--- config.mk ---
export PLATFORM = sky130hd
export DESIGN_NAME = pipe_mux
export DESIGN_NICKNAME = d
export VERILOG_FILES = /design/src/rtl/pipe_mux.sv
export SDC_FILE = /design/constraint.sdc
export NUM_CORES = 1
export LEC_CHECK = 0
export BUFFER_PORTS_ARGS = -buffer_cell sky130_fd_sc_hd__buf_4
export CORE_ASPECT_RATIO = 2
export CORE_UTILIZATION = 42
export CTS_BUF_LIST = sky130_fd_sc_hd__clkbuf_16
export CTS_CLUSTER_DIAMETER = 150
export CTS_CLUSTER_SIZE = 25
export DETAILED_ROUTE_END_ITERATION = 6
export MAX_ROUTING_LAYER = met4
export PLACE_DENSITY = 0.88
export SKIP_CTS_REPAIR_TIMING = 1
export SYNTH_ARGS = -nofsm -noshare
export SYNTH_HDL_FRONTEND = slang
export SYNTH_SLANG_ARGS = --single-unit
--- constraint.sdc ---
create_clock -name clk -period 1.84 [get_ports clk]
set_input_delay 0.368 -clock clk [delete_from_list [all_inputs] [get_ports clk]]
set_output_delay 0.368 -clock clk [all_outputs]
set_load 0.01 [all_outputs]
--- src/rtl/pipe_mux.sv ---
// pipe_mux: N-channel registered multiplexer with valid/ready on every channel and on the output.
// Optional one-entry skid buffer (full throughput, registered in_ready) when PIPE_MUX_SKID_EN is defined.
module pipe_mux #(
  parameter int WIDTH    = 32,
  parameter int CHANNELS = 3,
  parameter int SEL_W    = 2
) (
  input  logic                      clk,
  input  logic                      rst_n,
  input  logic [SEL_W-1:0]          sel,
  input  logic [CHANNELS*WIDTH-1:0] in_data,
  input  logic [CHANNELS-1:0]       in_valid,
  output logic [CHANNELS-1:0]       in_ready,
  output logic [WIDTH-1:0]          out_data,
  output logic                      out_valid,
  input  logic                      out_ready,
  input  logic                      err_clr,
  output logic                      sel_err
);

  localparam logic [SEL_W:0] CHAN_L = (SEL_W+1)'(CHANNELS);

`ifdef PIPE_MUX_SKID_EN
  typedef enum logic [1:0] {ST_EMPTY = 2'd0, ST_FULL = 2'd1, ST_SKID = 2'd2} state_t;
`else
  typedef enum logic [1:0] {ST_EMPTY = 2'd0, ST_FULL = 2'd1} state_t;
`endif

  state_t               state_r;
  state_t               state_s;
  logic [WIDTH-1:0]     out_data_r;
  logic                 out_valid_r;
  logic                 sel_err_r;
  logic                 sel_ok_s;
  logic                 space_s;
  logic [CHANNELS-1:0]  in_ready_s;
  logic [WIDTH-1:0]     sel_data_s;
  logic                 in_fire_s;
  logic                 out_fire_s;
  logic                 load_main_s;
  logic [WIDTH-1:0]     main_next_s;
`ifdef PIPE_MUX_SKID_EN
  logic [WIDTH-1:0]     skid_data_r;
  logic                 skid_full_r;
  logic                 load_skid_s;
`endif

`ifdef PIPE_MUX_SKID_EN
  // Ready comes only from a register, breaking the out_ready -> in_ready path.
  assign space_s = ~skid_full_r;
`else
  assign space_s = ~out_valid_r | out_ready;
`endif

  // Channel decode: AND-OR data mux and one-hot ready for the selected channel.
  always_comb begin
    sel_ok_s   = ({1'b0, sel} < CHAN_L);
    sel_data_s = '0;
    in_ready_s = '0;
    for (int i = 0; i < CHANNELS; i++) begin
      in_ready_s[i] = (sel == SEL_W'(i)) & space_s;
      sel_data_s    = sel_data_s | (in_data[i*WIDTH +: WIDTH] & {WIDTH{sel == SEL_W'(i)}});
    end
  end

  assign in_fire_s  = |(in_valid & in_ready_s);
  assign out_fire_s = out_valid_r & out_ready;

  // Output-stage next state and load controls.
  always_comb begin
    state_s     = state_r;
    load_main_s = 1'b0;
    main_next_s = sel_data_s;
`ifdef PIPE_MUX_SKID_EN
    load_skid_s = 1'b0;
`endif
    case (state_r)
      ST_EMPTY: begin
        if (in_fire_s) begin
          state_s     = ST_FULL;
          load_main_s = 1'b1;
        end else begin
          state_s = ST_EMPTY;
        end
      end
      ST_FULL: begin
        if (in_fire_s && out_fire_s) begin
          state_s     = ST_FULL;
          load_main_s = 1'b1;
`ifdef PIPE_MUX_SKID_EN
        end else if (in_fire_s) begin
          state_s     = ST_SKID;
          load_skid_s = 1'b1;
`else
        end else if (in_fire_s) begin
          // Unreachable: a fire while full implies out_ready in this build.
          state_s     = ST_FULL;
          load_main_s = 1'b1;
`endif
        end else if (out_fire_s) begin
          state_s = ST_EMPTY;
        end else begin
          state_s = ST_FULL;
        end
      end
`ifdef PIPE_MUX_SKID_EN
      ST_SKID: begin
        if (out_fire_s) begin
          state_s     = ST_FULL;
          load_main_s = 1'b1;
          main_next_s = skid_data_r;
        end else begin
          state_s = ST_SKID;
        end
      end
`endif
      default: begin
        state_s = ST_EMPTY;
      end
    endcase
  end

  // Output stage registers; reset discards any held word at once.
  always_ff @(posedge clk or negedge rst_n) begin
    if (!rst_n) begin
      state_r     <= ST_EMPTY;
      out_valid_r <= 1'b0;
      out_data_r  <= '0;
    end else begin
      state_r     <= state_s;
      out_valid_r <= (state_s != ST_EMPTY);
      if (load_main_s) begin
        out_data_r <= main_next_s;
      end
    end
  end

`ifdef PIPE_MUX_SKID_EN
  // Skid entry holds the word accepted while the main register was stalled.
  always_ff @(posedge clk or negedge rst_n) begin
    if (!rst_n) begin
      skid_full_r <= 1'b0;
      skid_data_r <= '0;
    end else begin
      skid_full_r <= (state_s == ST_SKID);
      if (load_skid_s) begin
        skid_data_r <= sel_data_s;
      end
    end
  end
`endif

  // Sticky out-of-range select flag; a new error wins over a clear.
  always_ff @(posedge clk or negedge rst_n) begin
    if (!rst_n) begin
      sel_err_r <= 1'b0;
    end else if (!sel_ok_s && (|in_valid)) begin
      sel_err_r <= 1'b1;
    end else if (err_clr) begin
      sel_err_r <= 1'b0;
    end
  end

  assign in_ready  = in_ready_s;
  assign out_data  = out_data_r;
  assign out_valid = out_valid_r;
  assign sel_err   = sel_err_r;

endmodule

==> results of run 1 <==
metal layers:
metal | vias to the layer above | part of all wire, % | global-route usage [%] | wire length (um)
li1 | 944 | - | - | -
met2 | 62 | 61 | 40.8 | 3530
met4 | 0 | 1.5 | 8.30 | 87
met1 | 942 | 34 | 22.4 | 1980
met5 | - | 0 | - | 0
met3 | 6 | 3.9 | 3.69 | 229
stage by stage:
| stage | util (%) | hold WS, ps | worst slack, ps |
|---|---|---|---|
| 2_1_floorplan | - | 72.4 | 248 |
| 3_3_place_gp | 66.8 | 328 | 146 |
| 3_5_place_dp | 66.8 | 342 | 118 |
| 4_1_cts | 69.6 | 56.8 | 146 |
| 5_1_grt | 69.6 | 67.5 | 77.1 |
| 6_report | 69.6 | 38.0 | 159 |
flip-flops by register name, indices dropped and copies added, names as in the netlist:
name	count
out_valid	1
sel_err	1
out_data	32
worst paths after layout:
check	startpoint	to	slack, ps
worst max register to register	out_valid	out_data[17]	240
worst max-delay path	out_valid	in_ready[1]	160
max in group asynchronous	rst_n	out_data[24]	1480
min in group clk	err_clr	sel_err	300
worst min register to register	out_data[29]	out_data[29]	500
worst min-delay path	rst_n	out_data[10]	40
final cells by class:
| class | count | area share, % |
|---|---|---|
| Clock buffer | 5 | 3.70 |
| Clock inverter | 3 | 0.370 |
| Inverter | 1 | 0.111 |
| Multi-Input combinational cell | 139 | 34.7 |
| Sequential cell | 34 | 25.1 |
| Tap cell | 57 | 2.11 |
| Timing Repair Buffer | 148 | 33.9 |
cell usage after synthesis (all sizes together):
master	number	area share (%)
o21ai	33	7.8
nand2	32	5.7
inv	1	0.18
mux2i	32	15
mux2	33	23
nor3b	1	0.88
and2	1	0.29
nand2b	1	0.29
o311ai	1	0.41
dfrtp	34	40
nor2b	2	0.71
a22oi	1	1.0
clkbuf	4	0.71
buf	11	3.9
nor3	1	0.24
nor2	1	0.18
worst max-delay path, delay by kind of cell (launching register included):
| kind | cells | cell delay (ps) |
|---|---|---|
| buffers and inverters | 1 | 120 |
| AND/OR/NAND/NOR | 3 | 550 |
| flip-flops | 1 | 370 |
logic make-up after synthesis:
group | Yosys count | share of synthesized area [%]
compound gates | 35 | 9.19
flops | 34 | 40.0
mux | 65 | 37.7
simple gates | 39 | 8.25
buf+inv | 16 | 4.83
report_power, final:
group	switching (uW)	total [uW]	internal (uW)
logic	395	1070	671
clock network	278	765	488
registers	104	1030	923
==> results_dict.tcl, run 1 <==
set metrics [dict create \
    final_cells 387 \
    antenna_cells 0 \
    nets 434 \
    maxSlewViolCount 0 \
    multi_input_area_um2 1170 \
    gr-total-overflow 0 \
    clock-sinks 34 \
    rsz0062_at_grt "no" \
    io_pins 142 \
    max_freq_mhz 595 \
    synth_seq_cells 34 \
    drcViolationCount 0 \
    grt.total_usage_pct 22.2 \
    drt-total-wl_um 5830 \
    crit_type "reg -> out" \
    postSynthAreaPerCell_um2 11.2 \
    start_util_pct 43.7 \
    finalSetupViolCount 0 \
    drv_cap 0 \
    layout_commonest_cell "buf_4" \
    power_uw 2860 \
    num-fill-cells 383 \
    syn-num-nets 294 \
    skew_ps 1.90 \
    mostFrequentLayoutCells "buf_4, dfrtp_1, mux2i_1, nand2_1, mux2_4" \
    fin_setup_tns_ps 0 \
    worstPathMaxFanout 4 \
    io_buffer_count 141 \
    cts_max_level 2 \
    dp_hpwl_um 4690 \
    path_cells "nor2b_2 > nor2_1 > and2_1 > buf_4" \
    cts_root_buffer "clkbuf_16" \
    ys_seq_area_share_pct 40.0 \
    rr_worst_depth 5 \
    worstPathArrival_ps 1310 \
    post_drt_wl_per_cell_um 15.1 \
    grt_pass1_wl_um 8490 \
    dieArea_um2 5360 \
    ys_warn_count 0 \
    grt_max_degree 35 \
    cts.clk_slew.worst_paths_ps 50 \
    ff_latch_area_um2 851 \
    power.leakage_uw 0.00182 \
    required_ps 1470 \
    area_growth_pct 59.4 \
    syn_inst 189 \
    first_pass_iters 4 \
    yosys.cell_types.count 21 \
    status "finished clean" \
    drtIter0Drc 28 \
    drive_above_1_share_pct 57.9 \
    clock_latency_ps 270 \
    vdd_ir_drop_max_v 0.000622 \
    period_share_pct 91.3 \
    place_area_um2 3250 \
    slowest_stage "dfrtp_1" \
    slew_headroom_pct 69.2 \
    clk_path_buf_depth 2 \
    die_h_um 103 \
    start_kind "flop" \
    vias 1954 \
    rows 36 \
    hold_violations 0 \
    final_area_um2 3390 \
    antenna_found_initial 0 \
    fin_crit_ps 1680 \
    max_stage_delay_ps 370 \
    cts_tree "done" \
    core-area_um2 4860 \
    worstMarginPinSlew_ps 460 \
    routed_via_density 5.05 \
    hold_path_class "in -> async" \
    dp_cells 379 \
    power_density_nw_per_um2 845 \
    postRouteAntennaNets 0 \
    grt_pass1_vias 1853 \
    gp_congestion 0.793 \
    end_kind "primary output" \
    synth_area_um2 2120 \
    fp.dieW_um 52.3 \
    cts_buffers 5 \
]
(Power assumes the default switching activity.)
==> inputs of run 2 (changes only) <==
--- a/config.mk
+++ b/config.mk
@@ -7,6 +7,7 @@
 export LEC_CHECK = 0
 export BUFFER_PORTS_ARGS = -buffer_cell sky130_fd_sc_hd__buf_4
 export CORE_ASPECT_RATIO = 2
+export CORE_MARGIN = 1.5
 export CORE_UTILIZATION = 42
 export CTS_BUF_LIST = sky130_fd_sc_hd__clkbuf_16
 export CTS_CLUSTER_DIAMETER = 150
==> constraint.sdc (replaced) <==
create_clock -name clk -period 1.84 [get_ports clk]
set_input_delay 0.184 -clock clk [delete_from_list [all_inputs] [get_ports clk]]
set_output_delay 0.184 -clock clk [all_outputs]
set_load 0.01 [all_outputs]
==> results_dict.tcl, run 2 (same netlist as run 1, synthesis figures left out) <==
set metrics [dict create \
    grt-busiest-layer "met2" \
    fin_setup_tns_ps 0 \
    grt_max_degree 35 \
    skew_ps 3.45 \
    grt_util_met1_pct 24.4 \
    core-area_um2 4860 \
    drcViolationCount 0 \
    clk_path_buf_depth 2 \
    period_share_pct 90.6 \
    vias 1927 \
    end_kind "flop" \
    hold-worst-slack_ps 109 \
    finalSetupViolCount 0 \
    drt-total-wl_um 5930 \
    cts_max_level 2 \
    slew_headroom_pct 22.1 \
    antenna_found_initial 0 \
    post_drt_wl_per_cell_um 15.3 \
    crit_type "reg -> reg" \
    io_buffer_count 141 \
    area_growth_pct 58.5 \
    max_freq_mhz 600 \
    mostFrequentLayoutCells "buf_4, dfrtp_1, mux2i_1, nand2_1, mux2_4" \
    worstPathMaxFanout 33 \
    dieArea_um2 5520 \
    start_kind "flop" \
    cts_buffers 5 \
    hold_start "err_clr" \
    largest_reg_flops 32 \
    gr-total-overflow 0 \
    routed_via_density 4.98 \
    grt.total_usage_pct 23.2 \
    gp_congestion 0.878 \
    regToRegStartpoint "out_valid" \
    rows 36 \
    layout_commonest_cell "buf_4" \
    worstPathArrival_ps 1820 \
    grt_pass1_wl_um 9400 \
    hold_violations 0 \
    setup_ws_ps 173 \
    status "finished clean" \
    hold_path_class "in -> reg" \
    rsz0062_at_grt "no" \
    use_met2_pct 41.1 \
    crit_path_start "out_valid" \
    cts_root_buffer "clkbuf_16" \
    maxSlewViolCount 0 \
    die_h_um 104 \
    io_pins 142 \
    clock-sinks 34 \
    grt_use_met3_pct 3.75 \
    first_pass_iters 4 \
    rr_worst_depth 5 \
    place_ws_ps 16.4 \
    fp.dieW_um 53.3 \
    worstMarginPinSlew_ps 1160 \
    power.leakage_uw 0.00181 \
    required_ps 1990 \
    clock_latency_ps 270 \
    antenna_cells 0 \
    postRouteAntennaNets 0 \
    hold_depth 2 \
    postLayoutCoreUtil_pct 69.2 \
    power_density_nw_per_um2 852 \
    vdd_ir_drop_max_v 0.000651 \
    dp_hpwl_um 4630 \
    drv_cap 0 \
    drtIter0Drc 33 \
    grt_pass1_vias 2041 \
    cts.clk_slew.worst_paths_ps 50 \
    fin_crit_ps 1670 \
    drive_above_1_share_pct 57.9 \
    start_util_pct 43.7 \
    nets 434 \
    cts_tree "done" \
]
-- run 2: cell count changes in the layout (fill, tap and decap cells not counted), sizes merged --
| cell | change |
|---|---|
| buf | -1 |
| clkinvlp | +1 |
| dlygate4sd3 | +1 |
| inv | -1 |
-- run 2: stage by stage --
stage / cell area, um2 / std cells / total power [uW]
after floorplan: 2120 / 189 / 1550
after global placement: 3220 / 378 / 2070
after detailed placement: 3220 / 378 / 2100
after CTS: 3360 / 386 / 2900
after global routing: 3370 / 387 / 3020
final: 3370 / 387 / 2870
-- run 2: critical path: stages, from the launching register on --
cell and delay [ps]:
dfrtp_1 340, nor2b_2 260, nor2_1 120, a22oi_4 190, buf_12 270, mux2_2 360
-- run 2: worst paths after layout --
check	slack, ps	to
max	170	out_data[30]
min	110	sel_err
max reg2reg	170	out_data[30]
min reg2reg	500	out_data[28]
max in group asynchronous	1140	out_valid
min in group asynchronous	390	out_data[17]
-- run 2: where the power goes --
part	switching, uW	total [uW]	leakage (uW)	internal (uW)
combinational	395	1060	0.00132	662
sequential	103	1030	0.000423	923
clock	293	786	0.0000672	493
-- run 2: cell type report --
type	instances	area [um2]
well taps	57	71.3
inverters	1	3.75
clock inverters	3	16.3
multi-input cells	139	1170
clock buffers	5	125
repair buffers	148	1130
fillers	392	1500
flip-flops and latches	34	851
-- run 2: metal layers --
layer / part of all wire [%] / vias up
met4: 2.1 / 0
met1: 35 / 903
met5: 0 / -
met2: 58 / 74
li1: - / 942
met3: 5.3 / 8
==> inputs of run 3 (changes only) <==
--- a/config.mk
+++ b/config.mk
@@ -9,7 +9,7 @@
 export CORE_ASPECT_RATIO = 2
 export CORE_MARGIN = 1.5
 export CORE_UTILIZATION = 42
-export CTS_BUF_LIST = sky130_fd_sc_hd__clkbuf_16
+export CTS_BUF_LIST = sky130_fd_sc_hd__clkbuf_8 sky130_fd_sc_hd__clkbuf_16
 export CTS_CLUSTER_DIAMETER = 150
 export CTS_CLUSTER_SIZE = 25
 export DETAILED_ROUTE_END_ITERATION = 6
==> constraint.sdc (replaced) <==
create_clock -name clk -period 1.56 [get_ports clk]
set_input_delay 0.156 -clock clk [delete_from_list [all_inputs] [get_ports clk]]
set_output_delay 0.156 -clock clk [all_outputs]
set_load 0.01 [all_outputs]
==> results_dict.tcl, run 3 (same netlist as run 1, synthesis figures left out) <==
set metrics [dict create \
    final_cells 388 \
    crit_path_start "out_valid" \
    post_drt_wl_per_cell_um 16.2 \
    skew_ps 3.50 \
    hold_violations 0 \
    cts_buffers 5 \
    grt_max_degree 35 \
    fin_crit_ps 1540 \
    worstPathMaxFanout 18 \
    crit_end "out_data[19]" \
    fp.dieW_um 53.3 \
    area_growth_pct 58.8 \
    power_density_nw_per_um2 930 \
    vias 2013 \
    power.leakage_uw 0.00182 \
    swShare_pct 28.7 \
    cts_tree "done" \
    rr_worst_depth 5 \
    grt_pass1_vias 2136 \
    dp_hpwl_um 5030 \
    rsz0062_at_grt "yes" \
    postRouteAntennaNets 0 \
    status "finished clean" \
    rrSetupSlack_ps 20 \
    hold_path_class "in -> reg" \
    dieArea_um2 5520 \
    io_buffer_count 141 \
    drtIter0Drc 49 \
    p_switching_uw 900 \
    vdd_ir_drop_max_v 0.000725 \
    drt-total-wl_um 6270 \
    power_frac_comb_pct 41.0 \
    clk_path_buf_depth 2 \
    die_h_um 104 \
    regToRegStartpoint "out_valid" \
    start_kind "flop" \
    first_pass_iters 4 \
    drcViolationCount 0 \
    cts.clk_slew.worst_paths_ps 70 \
    power.clock.fraction_pct 20.2 \
    p_int_uw 2240 \
    cts_root_buffer "clkbuf_8" \
    antenna_cells 0 \
    drv_cap 0 \
    gp_congestion 0.873 \
    antenna_found_initial 0 \
    largest_reg_flops 32 \
    start_util_pct 43.7 \
    finalSetupViolCount 0 \
    required_ps 1720 \
    postLayoutCoreUtil_pct 69.4 \
    period_share_pct 98.5 \
    core-area_um2 4860 \
    p_seq_share_pct 38.8 \
    slowest_stage "dfrtp_1" \
    grt_pass1_wl_um 9900 \
    maxSlewViolCount 0 \
    dp_cells 381 \
    clock-sinks 34 \
    mostFrequentLayoutCells "buf_4, dfrtp_1, mux2i_1, nand2_1, mux2_4" \
    slew_headroom_pct 71.2 \
    drive_above_1_share_pct 58.6 \
    nets 437 \
    grt.total_usage_pct 24.4 \
    hold-worst-slack_ps 94.4 \
    layout_commonest_cell "buf_4" \
    end_kind "flop" \
    hold_start "err_clr" \
    io_pins 142 \
    gr-total-overflow 0 \
    r2r_end "out_data[19]" \
    clock_latency_ps 270 \
    routed_via_density 5.19 \
    max_stage_delay_ps 350 \
    path_cells "nor2b_4 > nor3b_4 > a22oi_4 > buf_12 > mux2_4" \
    cts_max_level 2 \
    crit_type "reg -> reg" \
    max_freq_mhz 651 \
    worstMarginPinSlew_ps 430 \
    worstPathArrival_ps 1700 \
    rows 36 \
]
## run 3: worst min-delay path by stage
stage	to	cells past startpoint	slack [ps]
floorplan	out_data[0]	0	-140
global placement	out_data[13]	1	120
detailed placement	out_data[13]	1	130
CTS	out_data[2]	1	-170
global route	sel_err	2	110
finish	sel_err	2	90
## run 3: metal layers
metal | share of wire [%] | track usage [%]
met1 | 33 | 23.6
met2 | 58 | 44.3
met3 | 5.5 | 4.03
met4 | 3.0 | 10.8
met5 | 0 | -
## run 3: critical path: cells and delay by family (launching register included)
kind	cells	cell delay [ps]
buf+inv	1	220
mux	1	320
flops	1	350
simple gates	2	280
compound gates	1	250
## run 3: area by class of cell
| cell class | instances | area (um2) |
|---|---|---|
| Timing Repair Buffer | 151 | 1170 |
| Inverter | 1 | 3.75 |
| Clock buffer | 6 | 82.6 |
| Fill cell | 398 | 1490 |
| Multi-Input combinational cell | 139 | 1190 |
| Tap cell | 57 | 71.3 |
| Sequential cell | 34 | 851 |
## run 3: metrics by stage
stage	cell area [um2]	setup TNS, ps	power (uW)	worst slack [ps]
finish	3370	0	3140	23.4
global placement	3270	0	2460	81.1
floorplan	2130	0	1830	15.3
global route	3370	-379	3280	-29.4
CTS	3350	0	3140	18.0
detailed placement	3270	0	2510	28.0
## run 3: power groups by stage
| stage | clock (uW) | combinational (uW) | sequential (uW) |
|---|---|---|---|
| 2_1_floorplan | 0 | 521 | 1300 |
| 3_3_place_gp | 0 | 1240 | 1220 |
| 3_5_place_dp | 0 | 1280 | 1230 |
| 4_1_cts | 648 | 1280 | 1220 |
| 5_1_grt | 683 | 1360 | 1240 |
| 6_report | 634 | 1290 | 1220 |
